===== src/rtl/fpu_sched_pkg.sv =====
// fpu_sched_pkg: types and constants shared by the fpu and its request scheduler.
`default_nettype none

package fpu_sched_pkg;

   localparam int FLOAT_W     = 32;
   localparam int EXP_W       = 6;
   localparam int MANT_W      = 25;
   localparam int EXP_BIAS    = 31;
   localparam int FPU_LATENCY = 5;

   typedef enum logic [1:0] {
      EXACT     = 2'd0,
      INEXACT   = 2'd1,
      OVERFLOW  = 2'd2,
      UNDERFLOW = 2'd3
   } status_out_t;

   typedef enum logic {
      IDLE = 1'b0,
      RUN  = 1'b1
   } sched_state_t;

   // Upper status bits are always zero on a well-formed fpu status word.
   function automatic logic is_err_status(input logic [3:0] st);
      status_out_t code;
      code = status_out_t'(st[1:0]);
      return (st[3:2] == 2'b00) && ((code == OVERFLOW) || (code == UNDERFLOW));
   endfunction

endpackage

`default_nettype wire


===== src/rtl/fpu_rr_arbiter.sv =====
// fpu_rr_arbiter: combinational round-robin pick, searching upward from ptr with wrap-around.
`default_nettype none

module fpu_rr_arbiter #(
   parameter int N_REQ = 4,
   parameter int PTR_W = (N_REQ > 1) ? $clog2(N_REQ) : 1
) (
   input  logic [N_REQ-1:0] req,
   input  logic [PTR_W-1:0] ptr,
   output logic [N_REQ-1:0] grant,
   output logic [PTR_W-1:0] idx
);

   always_comb begin
      logic           found;
      logic [PTR_W:0] pos;
      grant = '0;
      idx   = '0;
      found = 1'b0;
      pos   = '0;
      for (int k = 0; k < N_REQ; k++) begin
         pos = {1'b0, ptr} + (PTR_W+1)'(k);
         if (pos >= (PTR_W+1)'(N_REQ)) begin
            pos = pos - (PTR_W+1)'(N_REQ);
         end
         if (!found && req[pos[PTR_W-1:0]]) begin
            found                  = 1'b1;
            grant[pos[PTR_W-1:0]] = 1'b1;
            idx                    = pos[PTR_W-1:0];
         end
      end
   end

endmodule

`default_nettype wire


===== src/rtl/fpu_sched.sv =====
// fpu_sched: shares one free-running FPU_LATENCY-phase fpu among N_REQ requesters, one op per frame.
// Define FPU_SCHED_STATS_EN to add saturating completed-op and overflow/underflow counters.
`default_nettype none

module fpu_sched #(
   parameter int N_REQ       = 4,
   parameter int FPU_LATENCY = 5
) (
   input  logic                clock100KHz,
   input  logic                reset,
   input  logic [N_REQ-1:0]    req_valid,
   input  logic [N_REQ*32-1:0] req_op_a,
   input  logic [N_REQ*32-1:0] req_op_b,
   output logic [N_REQ-1:0]    req_ready,
   output logic [N_REQ-1:0]    rsp_valid,
   output logic [31:0]         rsp_data,
   output logic [3:0]          rsp_status,
   output logic [31:0]         fpu_op_a,
   output logic [31:0]         fpu_op_b,
   input  logic [31:0]         fpu_data,
   input  logic [3:0]          fpu_status,
   output logic                busy,
   output logic [15:0]         stat_ops,
   output logic [15:0]         stat_err
);

   import fpu_sched_pkg::*;

   localparam int PTR_W = (N_REQ > 1) ? $clog2(N_REQ) : 1;
   localparam int PH_W  = (FPU_LATENCY > 1) ? $clog2(FPU_LATENCY) : 1;
   localparam logic [PH_W-1:0] PH_LAST = PH_W'(FPU_LATENCY - 1);

   logic [PH_W-1:0]  ph_q, ph_d;
   sched_state_t     state_q, state_d;
   logic [PTR_W-1:0] ptr_q, ptr_d;
   logic [PTR_W-1:0] owner_q, owner_d;
   logic [PTR_W-1:0] rsp_owner_q, rsp_owner_d;
   logic             cap_pend_q, cap_pend_d;
   logic [31:0]      op_a_q, op_a_d;
   logic [31:0]      op_b_q, op_b_d;
   logic [N_REQ-1:0] rsp_valid_q, rsp_valid_d;
   logic [31:0]      rsp_data_q, rsp_data_d;
   logic [3:0]       rsp_status_q, rsp_status_d;

   logic [N_REQ-1:0] arb_grant;
   logic [PTR_W-1:0] arb_idx;
   logic             arb_any;
   logic             slot;
   logic [31:0]      sel_a, sel_b;

   fpu_rr_arbiter #(
      .N_REQ (N_REQ),
      .PTR_W (PTR_W)
   ) u_arb (
      .req   (req_valid),
      .ptr   (ptr_q),
      .grant (arb_grant),
      .idx   (arb_idx)
   );

   assign arb_any   = |arb_grant;
   assign slot      = (ph_q == PH_LAST);
   assign req_ready = slot ? arb_grant : '0;

   always_comb begin
      sel_a = '0;
      sel_b = '0;
      for (int i = 0; i < N_REQ; i++) begin
         if (arb_grant[i]) begin
            sel_a = req_op_a[32*i +: 32];
            sel_b = req_op_b[32*i +: 32];
         end
      end
   end

   always_comb begin
      ph_d         = ph_q + 1'b1;
      state_d      = state_q;
      ptr_d        = ptr_q;
      owner_d      = owner_q;
      rsp_owner_d  = rsp_owner_q;
      cap_pend_d   = cap_pend_q;
      op_a_d       = op_a_q;
      op_b_d       = op_b_q;
      rsp_valid_d  = '0;
      rsp_data_d   = rsp_data_q;
      rsp_status_d = rsp_status_q;

      // Frame boundary: the in-flight result (if any) is complete; a new op may be issued.
      if (slot) begin
         ph_d        = '0;
         cap_pend_d  = (state_q == RUN);
         rsp_owner_d = owner_q;
         state_d     = arb_any ? RUN : IDLE;
         if (arb_any) begin
            owner_d = arb_idx;
            ptr_d   = (arb_idx == PTR_W'(N_REQ - 1)) ? '0 : arb_idx + 1'b1;
            op_a_d  = sel_a;
            op_b_d  = sel_b;
         end
      end

      if ((ph_q == '0) && cap_pend_q) begin
         rsp_data_d               = fpu_data;
         rsp_status_d             = fpu_status;
         rsp_valid_d[rsp_owner_q] = 1'b1;
         cap_pend_d               = 1'b0;
      end
   end

   always_ff @(posedge clock100KHz or negedge reset) begin
      if (!reset) begin
         ph_q         <= '0;
         state_q      <= IDLE;
         ptr_q        <= '0;
         owner_q      <= '0;
         rsp_owner_q  <= '0;
         cap_pend_q   <= 1'b0;
         op_a_q       <= '0;
         op_b_q       <= '0;
         rsp_valid_q  <= '0;
         rsp_data_q   <= '0;
         rsp_status_q <= '0;
      end else begin
         ph_q         <= ph_d;
         state_q      <= state_d;
         ptr_q        <= ptr_d;
         owner_q      <= owner_d;
         rsp_owner_q  <= rsp_owner_d;
         cap_pend_q   <= cap_pend_d;
         op_a_q       <= op_a_d;
         op_b_q       <= op_b_d;
         rsp_valid_q  <= rsp_valid_d;
         rsp_data_q   <= rsp_data_d;
         rsp_status_q <= rsp_status_d;
      end
   end

   assign fpu_op_a   = op_a_q;
   assign fpu_op_b   = op_b_q;
   assign rsp_valid  = rsp_valid_q;
   assign rsp_data   = rsp_data_q;
   assign rsp_status = rsp_status_q;
   assign busy       = (state_q == RUN);

`ifdef FPU_SCHED_STATS_EN
   logic [15:0] stat_ops_q, stat_ops_d;
   logic [15:0] stat_err_q, stat_err_d;

   always_comb begin
      stat_ops_d = stat_ops_q;
      stat_err_d = stat_err_q;
      if (|rsp_valid_q) begin
         if (stat_ops_q != 16'hFFFF) begin
            stat_ops_d = stat_ops_q + 16'd1;
         end
         if (is_err_status(rsp_status_q) && (stat_err_q != 16'hFFFF)) begin
            stat_err_d = stat_err_q + 16'd1;
         end
      end
   end

   always_ff @(posedge clock100KHz or negedge reset) begin
      if (!reset) begin
         stat_ops_q <= '0;
         stat_err_q <= '0;
      end else begin
         stat_ops_q <= stat_ops_d;
         stat_err_q <= stat_err_d;
      end
   end

   assign stat_ops = stat_ops_q;
   assign stat_err = stat_err_q;
`else
   assign stat_ops = '0;
   assign stat_err = '0;
`endif

endmodule

`default_nettype wire


===== config.mk =====
export PLATFORM = sky130hd
export DESIGN_NAME = fpu_sched
export DESIGN_NICKNAME = d
export VERILOG_FILES = /design/src/rtl/fpu_sched_pkg.sv /design/src/rtl/fpu_rr_arbiter.sv /design/src/rtl/fpu_sched.sv
export SDC_FILE = /design/constraint.sdc
export NUM_CORES = 1
export LEC_CHECK = 0
export BUFFER_PORTS_ARGS = -buffer_cell sky130_fd_sc_hd__buf_2
export CORE_AREA = 2 2 172 174
export DETAILED_ROUTE_END_ITERATION = 10
export DIE_AREA = 0 0 174 176
export PLACE_DENSITY_LB_ADDON = 0.05
export SLEW_MARGIN = 20
export SYNTH_ARGS = -nofsm -noshare
export SYNTH_HDL_FRONTEND = slang
export SYNTH_SLANG_ARGS = --single-unit
export TNS_END_PERCENT = 1

===== constraint.sdc =====
create_clock -name clock100KHz -period 3.4 [get_ports clock100KHz]
set_input_delay 0.34 -clock clock100KHz [delete_from_list [all_inputs] [get_ports clock100KHz]]
set_output_delay 0.34 -clock clock100KHz [all_outputs]
set_load 0.01 [all_outputs]

## Word-level counts from Yosys, hierarchy flattened

Index checks and enable logic that the tools add are counted.

- Reduce and logical (&&, ||, !) cells: 16
- $add $sub $neg: 9
- Bitwise operators: 3
- Eq/ne operators: 2
- Magnitude comparators: 14
- Multiplexer cells: 48

Operators by type and width:

| kind | number |
|---|---|
| 2-to-1 mux 32 bit | 8 |
| 2-to-1 mux 4 bit | 6 |
| 2-to-1 mux 2 bit | 9 |
| < comparator 2 x 3 -> 1 bit, second input constant | 5 |
| 2-to-1 mux 1 bit | 15 |
| OR 4 bit | 3 |
| demux 1 bit (select 2 bit) | 5 |
| greater-or-equal comparator 2 x 1 -> 1 bit, second input constant | 5 |
| greater-or-equal comparator 3 bit, second input constant | 3 |
| logical AND 1 bit | 9 |
| binary-select mux 1 bit (select 2 bit) | 4 |
| subtractor 2 x 1 -> 2 bit, second input constant | 4 |
| adder 2 x 2 -> 3 bit, second input constant | 2 |
| OR reduction 4 bit | 1 |
| adder 2 x 1 -> 3 bit, second input constant | 1 |
| adder 3 x 1 -> 3 bit, second input constant | 1 |
| == test 3 bit, second input constant | 1 |
| greater-or-equal comparator 2 x 3 -> 1 bit, second input constant | 1 |
| logical NOT 1 bit | 3 |
| logical NOT 3 bit | 1 |
| 2-to-1 mux 3 bit | 1 |
| adder 2 x 1 -> 2 bit, second input constant | 1 |
| == test 2 bit, second input constant | 1 |
| AND reduction 2 bit | 1 |
| nonzero test 2 bit | 1 |

- Register bits: 115
- Word-level logic and storage cells: 103
- Output and inout bits: 141
- Bits of input ports: 298

## Logic depth before layout (Yosys ltp)

Gate-level depths: netlist of run 1.

- Word-level depth: 18
- Mapped depth: 14

## Hierarchy

A second synthesis of run 1 with hierarchy kept.

- Cell total of the unflattened synthesis: 590
- Area total of the unflattened synthesis: 6318.6 um2

Modules (own cells, without submodules):

| module | sequential area each (um2) | times used | cells an instance | area an instance (um2) |
|---|---|---|---|---|
| fpu_sched | 2877.8 | 1 | 542 | 5879.4 |
| fpu_rr_arbiter | 0.0 | 1 | 48 | 439.2 |

## Worst setup path before layout of run 1

No wires, ideal clock.

- Kind: register -> register
- From: register with a tool-made name
- To: register op_a_q[22] (netlist: fpu_op_a[22])
- Slack: 0.237 ns
- Stages on the path, launching flop included: 15
- Required time: 3.259 ns
- Arrival: 3.022 ns
- Clock period less this slack: 3.163 ns
- Path buffers: 6
- Setup time: 0.141 ns
- Path through: dfrtp_1 > buf_2 > inv_1 > ha_1 > mux4_2 > buf_6 > a21oi_2 > a21oi_1 > or2_1 > buf_2 > buf_6 > o31ai_4 > buf_2 > buf_2 > a32oi_1

RTL lines:

| what | RTL line | text |
|---|---|---|
| to (signal assigned) | fpu_sched.sv:131 | `op_a_q <= op_a_d;` |
| to (decl) | fpu_sched.sv:39 | `logic [31:0] op_a_q, op_a_d;` |

==> out/summary.md, run 1 <==
The flow ran to the end, and the final reports show no timing, DRC or antenna violations. The share of flip-flops with an asynchronous set or reset after synthesis was 1.00; the count of max-cap constraint violations was 0. The worst setup path is captured at an output pin. The die span in y is 176 um, and the max-slew violation count is 0. In this run the post-CTS setup repair buffer count came out at 0.

In this run the worst path has a maximum fanout of 21. For the placement-stage cell area, the log shows 10500 um^2. The logs give 0.286 for the starting density of the core and 62 for the count of standard-cell rows.

The sequential fraction of the synthesis area came out at 0.353. In this run, synthesis inferred 0 flip-flops with an integrated enable. The number of nets still failing antenna checks after routing is 0, and the standby leakage power is 5.48 nW. The synthesized netlist contains 43 unique library cells. For the worst setup path, the data required time is 3060 ps.

The mapped netlist covers 8150 um^2. The flip-flop and latch count after synthesis was 115. Data arrives at the worst endpoint at 2820 ps.

Type of element launching the critical path: a flip-flop. For this run, the detailed router's first-pass iteration total came to 7. The logs give 0 for the final number of hold-violating endpoints and 36.3 mm for the overall routed net length.

The H-tree generated during clock tree synthesis spans 4 levels. The total congestion overflow was 0; the clock latency reported for the late side of the worst-skew pair was 420 ps. The top achievable clock speed was 0.316 GHz. After clock tree synthesis, the clock-pin slew on the worst setup and hold paths is 70 ps. The run gives 116 ps as the smallest hold slack. In this run the power density over the cells is 1080 nW/um^2. Entering global routing, the biggest net connects 89 pins.

The logs give 17 for the number of clock buffers inserted by TritonCTS and 25.3 mm for the HPWL reported at the end of detailed placement. The worst path meets setup with 236 ps of slack. For the final net count, the log shows 1570. The clock skew came out at 15.8 ps. The layout cell share with drive strength beyond 1 is 0.389. Dividing the detail-routed wire length by the instance count gives 21.8 um.

The logs give 0 ps for the total negative slack for setup checks and 2990 for the final-layout fill cell count. After technology mapping, the gate count stands at 912. The pin slew with the least headroom to its limit was 845 ps. For this design the top-level I/O count stands at 439. Clock period minus final worst setup slack: 3160 ps. The number of global-route vias before repair is 8861, and the total number of vias is 8727. The first global-routing pass estimated 54.5 mm of wire.

The maximum buffer depth of the clock tree was 2; the vias per cell was 5.24. The number of remaining DRC errors was 0. The class of the tightest hold or removal check was input port to flip-flop. The number of port buffers is 406, and the post-route cell area is 11200 um^2. Worst vdd rail ir drop: 0.000561 V. TritonCTS built the clock tree.

The initial antenna violation count is 8. In this run the standard cell core region covers 28500 um^2. The floorplan step defined a die boundary enclosing 30600 um^2.

Setup repair after global routing left no endpoint under its margin. After the first detailed-routing iteration, the DRC count stood at 471. Leading register cell type out of synthesis: sky130_fd_sc_hd__dfrtp_1. Routability-driven placement finished with a final weighted congestion of 0.868. The cell sitting at the root of the clock tree is a sky130_fd_sc_hd__clkbuf_16. Count of endpoints failing setup in the final report: 0.

For the CTS sink count, the log shows 115. Yosys printed 0 warnings. The die is 174 um wide. By startpoint and endpoint, the worst setup path is classified as flip-flop to output pin. Area added between synthesis and finish: 37.1%.

The part of the cycle the worst path needs is 0.931. The relative slew slack is 0.436, and the mean area per synthesized cell is 8.94 um^2. The overall track demand over capacity in global routing was 0.231; the worst slack at placement was 203 ps.
==> path summary, 6_finish.rpt <==
path,from,to,slack [ps],cells after the start
min in group asynchronous,reset,rsp_data[5],570,2
max in group asynchronous,reset,rsp_data[24],1980,3
worst max register to register,flip-flop,fpu_op_a[16],270,9
worst max-delay path,flip-flop,req_ready[2],240,9
worst min-delay path,fpu_data[28],rsp_data[28],120,3
worst min register to register,rsp_data[22],rsp_data[22],470,2
==> layer usage <==
layer	up-vias	part of all wire	global-route usage
li1	4093	-	-
met1	4179	0.43	0.308
met2	396	0.46	0.365
met3	53	0.073	0.0618
met4	6	0.026	0.0774
met5	-	0.00088	0
==> cells in the mapped netlist, types with 2 or more instances <==
cell | instances | share of area
sky130_fd_sc_hd__a21boi_0 | 65 | 0.060
sky130_fd_sc_hd__a21o_1 | 2 | 0.0018
sky130_fd_sc_hd__a21oi_1 | 71 | 0.044
sky130_fd_sc_hd__a22o_1 | 4 | 0.0043
sky130_fd_sc_hd__a2bb2oi_1 | 2 | 0.0021
sky130_fd_sc_hd__a32oi_1 | 60 | 0.064
sky130_fd_sc_hd__a32oi_2 | 4 | 0.0080
sky130_fd_sc_hd__and2_1 | 4 | 0.0031
sky130_fd_sc_hd__and3b_1 | 2 | 0.0021
sky130_fd_sc_hd__buf_1 | 8 | 0.0037
sky130_fd_sc_hd__buf_2 | 6 | 0.0037
sky130_fd_sc_hd__buf_4 | 34 | 0.031
sky130_fd_sc_hd__buf_6 | 8 | 0.011
sky130_fd_sc_hd__clkbuf_1 | 85 | 0.039
sky130_fd_sc_hd__dfrtp_1 | 115 | 0.35
sky130_fd_sc_hd__ha_1 | 9 | 0.014
sky130_fd_sc_hd__inv_1 | 73 | 0.034
sky130_fd_sc_hd__mux2_2 | 3 | 0.0041
sky130_fd_sc_hd__mux2i_1 | 4 | 0.0049
sky130_fd_sc_hd__mux4_2 | 3 | 0.0083
sky130_fd_sc_hd__nand2_1 | 116 | 0.053
sky130_fd_sc_hd__nand3b_1 | 5 | 0.0046
sky130_fd_sc_hd__nor2_1 | 5 | 0.0023
sky130_fd_sc_hd__nor3b_1 | 4 | 0.0037
sky130_fd_sc_hd__o2111a_1 | 64 | 0.088
sky130_fd_sc_hd__o21a_1 | 2 | 0.0018
sky130_fd_sc_hd__o21ai_0 | 9 | 0.0055
sky130_fd_sc_hd__o21bai_1 | 65 | 0.060
sky130_fd_sc_hd__o311ai_0 | 65 | 0.070
sky130_fd_sc_hd__or3_1 | 2 | 0.0015
==> state kept, by name (all words and copies together), names as in the netlist, named ones only <==
register,count
owner_q,2
rsp_valid,4
busy,1
rsp_status,4
fpu_op_a,32
fpu_op_b,32
ptr_q,1
ph_q,3
cap_pend_q,1
rsp_data,32
rsp_owner_q,2
==> power by group <==
group	internal, mW	switching [mW]
sequential	2.03	0.332
combinational	3.05	4.64
clock	1.28	0.751
total	6.36	5.72
==> layout make-up <==
cell class / count / area, um^2 / share of cell area
Multi-Input combinational cell: 614 / 4460 / 0.399
Tap cell: 384 / 480 / 0.0430
Sequential cell: 115 / 2880 / 0.258
Inverter: 73 / 274 / 0.0245
Clock inverter: 13 / 196 / 0.0176
Clock buffer: 19 / 453 / 0.0405
Antenna cell: 5 / 12.5 / 0.00112
Timing Repair Buffer: 442 / 2420 / 0.216
==> logic make-up after synthesis <==
kind of cell             Yosys count  synth area share
buffers and inverters            214             0.122
adder cells (fa/ha/maj)            9            0.0138
other                              1          0.000460
AO/OA/AOI/OAI                    417             0.416
XOR/XNOR                           1           0.00107
multiplexers                      10            0.0173
flip-flops                       115             0.353
AND/OR/NAND/NOR                  145            0.0763
==> worst max-delay path, cell delays in order (launching register included) <==
cell and delay, ps:
sky130_fd_sc_hd__dfrtp_1 380, sky130_fd_sc_hd__inv_1 150, sky130_fd_sc_hd__ha_1 290, sky130_fd_sc_hd__or3_1 430
sky130_fd_sc_hd__a21o_1 240, sky130_fd_sc_hd__a21boi_4 190, sky130_fd_sc_hd__or2_4 220, sky130_fd_sc_hd__buf_6 220
sky130_fd_sc_hd__and2_1 160, sky130_fd_sc_hd__buf_2 120
==> cell usage in the layout (no fill, tap or decap), types with 2 or more instances in the layout <==
cell,instances
sky130_fd_sc_hd__clkbuf_16,17
sky130_fd_sc_hd__a2bb2oi_1,2
sky130_fd_sc_hd__clkbuf_8,2
sky130_fd_sc_hd__inv_1,73
sky130_fd_sc_hd__a21oi_2,2
sky130_fd_sc_hd__o21bai_1,65
sky130_fd_sc_hd__mux2_2,3
sky130_fd_sc_hd__buf_2,405
sky130_fd_sc_hd__o311ai_0,64
sky130_fd_sc_hd__conb_1,32
sky130_fd_sc_hd__dfrtp_1,115
sky130_fd_sc_hd__o2111a_1,64
sky130_fd_sc_hd__a21oi_1,69
sky130_fd_sc_hd__diode_2,5
sky130_fd_sc_hd__a22o_1,3
sky130_fd_sc_hd__buf_12,8
sky130_fd_sc_hd__a32oi_2,4
sky130_fd_sc_hd__nor3b_1,4
sky130_fd_sc_hd__nand2_1,114
sky130_fd_sc_hd__mux4_2,3
sky130_fd_sc_hd__a32oi_1,60
sky130_fd_sc_hd__ha_1,9
sky130_fd_sc_hd__a21boi_0,64
sky130_fd_sc_hd__bufinv_16,4
sky130_fd_sc_hd__mux2i_1,4
sky130_fd_sc_hd__nand2_2,2
sky130_fd_sc_hd__o21ai_0,8
sky130_fd_sc_hd__and3b_1,2
sky130_fd_sc_hd__nand3b_1,5
sky130_fd_sc_hd__clkinvlp_4,2
sky130_fd_sc_hd__a21o_1,2
sky130_fd_sc_hd__a21boi_4,2
sky130_fd_sc_hd__nor2_1,5
sky130_fd_sc_hd__buf_6,3
sky130_fd_sc_hd__inv_6,3
sky130_fd_sc_hd__and2_1,3
sky130_fd_sc_hd__buf_4,25
sky130_fd_sc_hd__clkinv_4,4
==> per-stage QoR <==
stage	util	total power [mW]	cells
5_1_grt	0.391	13.0	1664
2_1_floorplan	-	7.37	943
4_1_cts	0.391	12.2	1660
3_5_place_dp	0.367	10.1	1627
6_report	0.391	12.1	1665
3_3_place_gp	0.367	10.1	1627
==> what timing repair did <==
action,CTS,global route
gates resized for setup,1,5
endpoints found under the hold margin,28,0
endpoints found under the setup margin,1,35
hold buffers,1,0
No activity file was read; power rests on OpenSTA's default activity.
==> run 2: changes to the inputs <==
Settings changed: ABC_CLOCK_PERIOD_IN_PS set to 3400, RECOVER_POWER set to 50.
==> run 2 against run 1 <==
Effect of this change:
- the run now ends with capacitance limit, slew limit left
- utilization down 0.44 points
- routed wire length up 0.18%
- register-to-register slack about the same
- clock skew about the same
- sequential power about the same
- die area unchanged
- setup slack better by 5.1 ps
- sequential cell count unchanged
- first-iteration DRC count up 8.7%
- count of clock-buffer cells in the layout unchanged
- global-route usage unchanged
- critical endpoint unchanged
==> out/summary.md, run 2 (synthesized netlist as in run 1, its figures left out) <==
The final reports fail on capacitance limit, slew limit. The final net count is 1570 (unchanged), and the area added between synthesis and finish is 35.5% (was 37.1%). For the total congestion overflow, the log shows 0 (unchanged). The pin slew with the least headroom to its limit is 2120 ps (was 845 ps), and the power per cell area is 1080 nW/um^2 (about the same).

The tools report the H-tree depth as 4 (unchanged). For the HPWL reported at the end of detailed placement, the log shows 25.3 mm (unchanged). The average routed wire per standard cell was 21.8 um (about the same).

TritonCTS built the clock tree. Critical path endpoint: req_ready[2] (unchanged). The run gives 512 (was 471) as the initial DRC count. The total negative slack for setup checks is 0 ps (unchanged), and the global-route met2 utilization is 0.365 (unchanged). For the overall die area, the log shows 30600 um^2 (unchanged). The width of the die came out at 174 um (unchanged).

The logs give 0 (unchanged) for the number of remaining DRC errors and 0.286 (unchanged) for the starting density of the core. Number of clock buffers inserted by TritonCTS: 17 (unchanged). The CTS root buffer is sky130_fd_sc_hd__clkbuf_16 (unchanged). The tools report the number of global-route vias before repair as 8861 (unchanged).

The required time of the worst setup path was 3060 ps (about the same); the clock edge transition at the registers on the reported setup and hold paths was 70 ps (about the same). The tools report the maximum number of pins on one net before global-route repair as 89 (unchanged). The endpoint of the lowest-slack register-to-register path is fpu_op_a[16] (unchanged). The initial antenna violation count is 8 (unchanged), and the wire length of the first global-routing pass is 54.5 mm (unchanged).

For the clock skew, the log shows 15.3 ps (was 15.8 ps). The type of element launching the critical path is a flip-flop (unchanged). The number of setup buffers added after CTS came out at 0 (unchanged). Overall track demand over capacity in global routing: 0.231 (unchanged). For the final number of hold-violating endpoints, the log shows 0 (unchanged). The layout cell share with drive strength beyond 1 is 0.315 (was 0.389). The most common library cell in the layout ignoring fill and taps is sky130_fd_sc_hd__buf_2 (unchanged). The run finished, with violations left. Leading cell types in the layout, fill and taps excluded: 311 x sky130_fd_sc_hd__buf_2, 115 x sky130_fd_sc_hd__nand2_1, 115 x sky130_fd_sc_hd__dfrtp_1 (was 405 x sky130_fd_sc_hd__buf_2, 115 x sky130_fd_sc_hd__dfrtp_1, 114 x sky130_fd_sc_hd__nand2_1). The total number of vias is 8691 (was 8727), and the iteration count of the initial detailed-routing pass is 5 (was 7).

The number of port buffers came out at 406 (unchanged). The worst slack at placement is 203 ps (unchanged). The met1 track utilization from global routing is 0.308 (unchanged), and the vias per cell is 5.22 (was 5.24).

Count of max-cap constraint violations: 1 (was 0). The logs give 62 (unchanged) for the count of standard-cell rows and 420 ps (about the same) for the clock latency reported for the late side of the worst-skew pair. Die span in y: 176 um (unchanged).

The part of the cycle the worst path needs is 0.929 (was 0.931), and the routability congestion estimate from global placement is 0.868 (unchanged). The logs give 0.317 GHz (was 0.316 GHz) for the top achievable clock speed and 2820 ps (about the same) for the data arrival time of the critical path. Worst vdd rail ir drop: 0.000558 V (was 0.000561 V). The worst-case reg-to-reg path depth came out at 9 (unchanged).

The run gives 0.0618 (unchanged) as the routing usage on met3. The standby leakage power is 5.20 nW (was 5.48 nW), and the CTS sink count is 115 (unchanged). The start-to-end type of the worst setup path was flip-flop to output pin (unchanged). The count of endpoints failing setup in the final report is 0 (unchanged), and the total design power is 12.0 mW (was 12.1 mW).

The clock period minus final worst setup slack came out at 3160 ps (about the same). The top-level I/O count came out at 439 (unchanged). The run gives 28500 um^2 (unchanged) as the area of the placeable core.

For the overall routed net length, the log shows 36.4 mm (was 36.3 mm). For the minimum setup slack among reg-to-reg paths, the log shows 260 ps (was 270 ps). The tools report the sort of element at the end of the critical path as an output pin (unchanged). The max-slew violation count came out at 75 (was 0). Setup repair after global routing left no endpoint under its margin. The maximum buffer depth of the clock tree came out at 2 (unchanged). The tools report the final worst-path setup slack as 241 ps (was 236 ps). The logs give 0.387 (was 0.391) for the final standard cell utilization of the core and -0.411 (was 0.436) for the relative slew slack. The largest fanout of any net on the critical path was 21 (unchanged). The class of the tightest hold or removal check is input port to flip-flop (unchanged). The busiest layer in global routing was met2 (unchanged).

The number of nets still failing antenna checks after routing came out at 0 (unchanged).
run 2: how the worst min path moves through the flow:
stage / from / cells past startpoint / endpoint / slack, ps
6_report: fpu_data[28] / 3 / rsp_data[28] / 110
5_1_grt: fpu_data[21] / 3 / rsp_data[21] / 100
4_1_cts: fpu_data[28] / 3 / rsp_data[28] / 100
3_5_place_dp: reset / 1 / rsp_data[5] / 440
3_3_place_gp: reset / 1 / rsp_data[7] / 440
2_1_floorplan: reset / 0 / async pin / 40
run 2: final cells by class:
cell class,instances,area (um^2)
fillers,3029,17500
multi-input cells,614,4460
flip-flops and latches,115,2880
repair buffers,442,2290
well taps,384,480
clock buffers,19,453
inverters,73,274
clock inverters,13,196
diodes,5,12.5
run 2: where the power goes:
part | internal [mW] | switching, mW | leakage (nW)
Clock | 1.28 | 0.750 | 0.311
Combinational | 2.93 | 4.63 | 3.52
Sequential | 2.03 | 0.344 | 1.37
Total | 6.24 | 5.72 | 5.20
run 2: stage by stage:
stage | area (um^2) | std cells | hold WS [ps]
floorplan | 8270 | 943 | 44.4
global placement | 10500 | 1627 | 441
detailed placement | 10500 | 1627 | 444
CTS | 11100 | 1660 | 96.7
global route | 11000 | 1664 | 104
finish | 11000 | 1665 | 114
run 2: worst max-delay path, cell delays in order (launching register included):
cell,delay (ps)
sky130_fd_sc_hd__dfrtp_1,380
sky130_fd_sc_hd__inv_1,150
sky130_fd_sc_hd__ha_1,290
sky130_fd_sc_hd__or3_1,430
sky130_fd_sc_hd__a21o_1,240
sky130_fd_sc_hd__a21boi_4,190
sky130_fd_sc_hd__or2_4,220
sky130_fd_sc_hd__buf_6,210
sky130_fd_sc_hd__and2_1,160
sky130_fd_sc_hd__buf_2,130
run 2: layer usage:
metal	vias up	wire length, um
met5	-	32
met4	6	956
li1	4088	-
met2	382	16800
met1	4164	15900
met3	51	2610
run 2: repair_timing:
action                     CTS  global route
setup endpoints to repair    1            35
hold buffers                 1             0
hold endpoints to repair    28             0
gates resized for setup      1             5
==> run 3: changes to the inputs <==
Settings changed: ABC_AREA set to 1, CORE_AREA 2 2 172 174 to 2 2 169 171, DIE_AREA 0 0 174 176 to 0 0 171 173.
==> run 3 against run 2 <==
Effect of this change:
- the flow still finishes with violations (capacitance limit, slew limit)
- critical path depth up 3
- routed wire length down 12%
- global-route usage down 2.8 points
- sequential share of layout area up 1.3 points
- total power up 28%
- largest power group unchanged
==> out/summary.md, run 3 <==
Leading cell types in the layout, fill and taps excluded: 352 x sky130_fd_sc_hd__buf_2, 262 x sky130_fd_sc_hd__a21oi_1, 232 x sky130_fd_sc_hd__nand2_1 (was 311 x sky130_fd_sc_hd__buf_2, 115 x sky130_fd_sc_hd__nand2_1, 115 x sky130_fd_sc_hd__dfrtp_1). The sequential fraction of the synthesis area is 0.373 (was 0.353). The required time of the worst setup path came out at 3060 ps (about the same).

The area share of and/or/nand/nor cells after synthesis was 0.219 (was 0.0763); the cell total after placement was 1817 (was 1627). The total number of vias was 8415 (was 8691). The run gives 32.2 mm (was 36.4 mm) as the overall routed net length. The number of remaining DRC errors is 0 (unchanged). Setup repair after global routing left no endpoint under its margin. The vias per cell works out to 4.54 (was 5.22). The final worst-path setup slack is 301 ps (was 241 ps). Class of the tightest hold or removal check: input port to flip-flop (unchanged). The top cell type by total area after synthesis is sky130_fd_sc_hd__dfrtp_1 (unchanged). The number of port buffers was 406 (unchanged); the number of setup buffers added after CTS was 0 (unchanged). The pin slew with the least headroom to its limit works out to 1600 ps (was 2120 ps). The adder and majority gate portion of the synthesized area works out to 0.0146 (was 0.0138).

The maximum number of pins on one net before global-route repair was 130 (was 89). The compound-gate portion of the synthesized area came out at 0.180 (was 0.416). The average routed wire per standard cell works out to 17.4 um (was 21.8 um). The run gives 1767 (was 1570) as the final net count.

For the count of max-cap constraint violations, the log shows 2 (was 1). The number of global-route vias before repair was 8205 (was 8861); the data arrival time of the critical path was 2760 ps (was 2820 ps). The tools report the number of nets still failing antenna checks after routing as 0 (unchanged).

TritonCTS built the clock tree. The most common library cell in the layout ignoring fill and taps was sky130_fd_sc_hd__buf_2 (unchanged). For the maximum buffer depth of the clock tree, the log shows 2 (unchanged). The tools report the clock skew as 13.5 ps (was 15.3 ps).

Main combinational cell family by area after synthesis: simple AND/OR/NAND/NOR gates (was compound AO/OA/AOI/OAI gates). The flip-flop and latch count after synthesis was 115 (unchanged). The largest fanout of any net on the critical path works out to 27 (was 21). The kind of cell adding the most delay to the critical path is buffers and inverters (was simple AND/OR/NAND/NOR gates).

The width of the die was 171 um (was 174 um). The count of endpoints failing setup in the final report is 0 (unchanged). The gate count of the mapped netlist is 1093 (was 912). The area share of xor/xnor cells in the synthesized design works out to 0.00114 (was 0.00107).

Top cells by instance count after synthesis: 262 x sky130_fd_sc_hd__a21oi_1, 232 x sky130_fd_sc_hd__nand2_1, 148 x sky130_fd_sc_hd__inv_1, 115 x sky130_fd_sc_hd__dfrtp_1, 75 x sky130_fd_sc_hd__nand3_1 (was 116 x sky130_fd_sc_hd__nand2_1, 115 x sky130_fd_sc_hd__dfrtp_1, 85 x sky130_fd_sc_hd__clkbuf_1, 73 x sky130_fd_sc_hd__inv_1, 71 x sky130_fd_sc_hd__a21oi_1). The netlist area before placement is 7710 um^2 (was 8150 um^2), and the number of buffer and inverter stages on the critical path is 5 (was 3). The post-route cell area is 10500 um^2 (was 11000 um^2), and the count of standard-cell rows is 61 (was 62).

The overall die area is 29600 um^2 (was 30600 um^2), and the power per cell area is 1450 nW/um^2 (was 1080 nW/um^2). The start-to-end type of the worst setup path was flip-flop to output pin (unchanged). The iteration count of the initial detailed-routing pass is 5 (unchanged), and the wire length of the first global-routing pass is 46.7 mm (was 54.5 mm). Failing checks: capacitance limit, slew limit (unchanged). Multiplexer share of the synthesized area: 0.0526 (was 0.0173). The part of the cycle the worst path needs is 0.911 (was 0.929), and the standby leakage power is 5.95 nW (was 5.20 nW). Sort of element at the end of the critical path: an output pin (unchanged). The initial DRC count was 421 (was 512); the total congestion overflow was 0 (unchanged). The overall track demand over capacity in global routing is 0.204 (was 0.231). The final cell count without fillers is 1853 (was 1665). The H-tree depth is 4 (unchanged), and the total design power is 15.3 mW (was 12.0 mW). The proportion of netlist area held by the largest area contributor was 0.373 (was 0.353). The most frequently used cell type in the post-synthesis netlist was sky130_fd_sc_hd__a21oi_1 (was sky130_fd_sc_hd__nand2_1).

The area added between synthesis and finish was 36.4% (was 35.5%). The most numerous cell type found on the critical path is sky130_fd_sc_hd__nand2_1. The share of flip-flops with an asynchronous set or reset after synthesis is 1.00 (unchanged).

The tools report the area of the placeable core as 27600 um^2 (was 28500 um^2). Slowest stage cell on the critical path: sky130_fd_sc_hd__dfrtp_2 (was sky130_fd_sc_hd__or3_1). The CTS root buffer was sky130_fd_sc_hd__clkbuf_16 (unchanged). The distinct cell type count of the synthesized netlist came out at 30 (was 43).

The worst vdd rail ir drop is 0.00113 V (was 0.000558 V), and the number of enable-type register cells in the synthesized netlist is 0 (unchanged). The leading register cell type out of synthesis is sky130_fd_sc_hd__dfrtp_1 (unchanged). The HPWL reported at the end of detailed placement was 22.1 mm (was 25.3 mm). The CTS sink count is 115 (unchanged). The top-level I/O count was 439 (unchanged); the maximum cell stage delay along the critical path was 470 ps (was 430 ps).

The run gives 4 (was 8) as the initial antenna violation count. For the total negative slack for setup checks, the log shows 0 ps (unchanged). For the number of clock buffers inserted by TritonCTS, the log shows 17 (unchanged). The clock latency reported for the late side of the worst-skew pair is 420 ps (about the same). Sequence of cells on the critical path: inv_2 > ha_1 > inv_1 > nand2_1 > nand2_1 > nor2_8 > nand4_1 > nand3_4 > buf_4 > nand2_1 > inv_1 > buf_2 (was inv_1 > ha_1 > or3_1 > a21o_1 > a21boi_4 > or2_4 > buf_6 > and2_1 > buf_2). Cells taking the most area after synthesis: sky130_fd_sc_hd__dfrtp_1 37%, sky130_fd_sc_hd__a21oi_1 17%, sky130_fd_sc_hd__nand2_1 11% (was sky130_fd_sc_hd__dfrtp_1 35%, sky130_fd_sc_hd__o2111a_1 8.8%, sky130_fd_sc_hd__o311ai_0 7.0%). The clock period minus final worst setup slack works out to 3100 ps (was 3160 ps). For the final-layout fill cell count, the log shows 3114 (was 3029). The flow ran to the end, but the final reports show violations.

The clock edge transition at the registers on the reported setup and hold paths was 70 ps (about the same); the relative slew slack was -0.0676 (was -0.411). The total of warnings raised by yosys is 0 (unchanged), and the layout cell share with drive strength beyond 1 is 0.309 (was 0.315). For the routability congestion estimate from global placement, the log shows 0.797 (was 0.868). The type of element launching the critical path is a flip-flop (unchanged). The max-slew violation count was 118 (was 75). The starting density of the core is 0.279 (was 0.286), and the top achievable clock speed is 0.323 GHz (was 0.317 GHz). The mean area per synthesized cell is 7.05 um^2 (was 8.94 um^2), and the worst slack at placement is 336 ps (was 203 ps).

The placement-stage cell area is 9920 um^2 (was 10500 um^2), and the die span in y is 173 um (was 176 um). For the final number of hold-violating endpoints, the log shows 0 (unchanged).
-- run 3: metal layers --
metal,vias up,routed length (um),track usage
met2,322,16300,0.364
met4,4,662,0.0657
met3,37,2420,0.0520
li1,4179,-,-
met5,-,26,0
met1,3873,12800,0.236
-- run 3: final timing paths --
path	from	to	slack, ps	cells past startpoint
worst min-delay path	fpu_data[29]	rsp_data[29]	150	2
min in group asynchronous	reset	async pin	290	1
worst max register to register	flip-flop	fpu_op_a[17]	370	14
worst min register to register	rsp_owner_q[1]	rsp_valid[0]	470	1
max in group asynchronous	reset	fpu_op_a[14]	760	2
worst max-delay path	flip-flop	req_ready[1]	300	12
-- run 3: repair_timing --
item / CTS / global route
gates resized for setup: 1 / 2
hold buffers: 0 / 0
cloned: 0 / 2
endpoints found under the setup margin: 1 / 4
-- run 3: through the flow --
stage                     hold WS (ps)  utilization
after floorplan                   44.4            -
after global placement             448        0.359
after detailed placement           449        0.359
after CTS                         46.5        0.381
after global routing               127        0.381
final                              146        0.381
-- run 3: cell families (layout without fill, tap and decap cells) --
family,Yosys count,after routing
and+or+nand+nor,399,399
AOI/OAI and AO/OA,275,275
buffers and inverters,257,606
DFF,115,115
muxes,36,36
adders and majority gates,9,9
other,1,34
xor gates and xnor gates,1,1
-- run 3: area by class of cell --
type,count,area (um^2),area share
multi-input combinational,752,3750,0.357
sequential,115,2880,0.274
timing repair buffer,423,2230,0.212
inverter,151,567,0.0539
tap,378,473,0.0450
clock buffer,17,425,0.0405
clock inverter,15,181,0.0173
antenna,2,5.00,0.000476
-- run 3: worst reg2reg max path: cells and delay by family, from the launching register on --
family | cells | cell delay, ps
buf+inv | 3 | 660
flops | 1 | 480
compound gates | 2 | 370
fa+ha+maj | 1 | 310
simple gates | 8 | 1140
-- run 3: power breakdown --
group	internal, mW	total, mW	switching (mW)
registers	2.18	2.52	0.344
logic	3.73	10.8	7.12
clock network	1.11	1.90	0.783
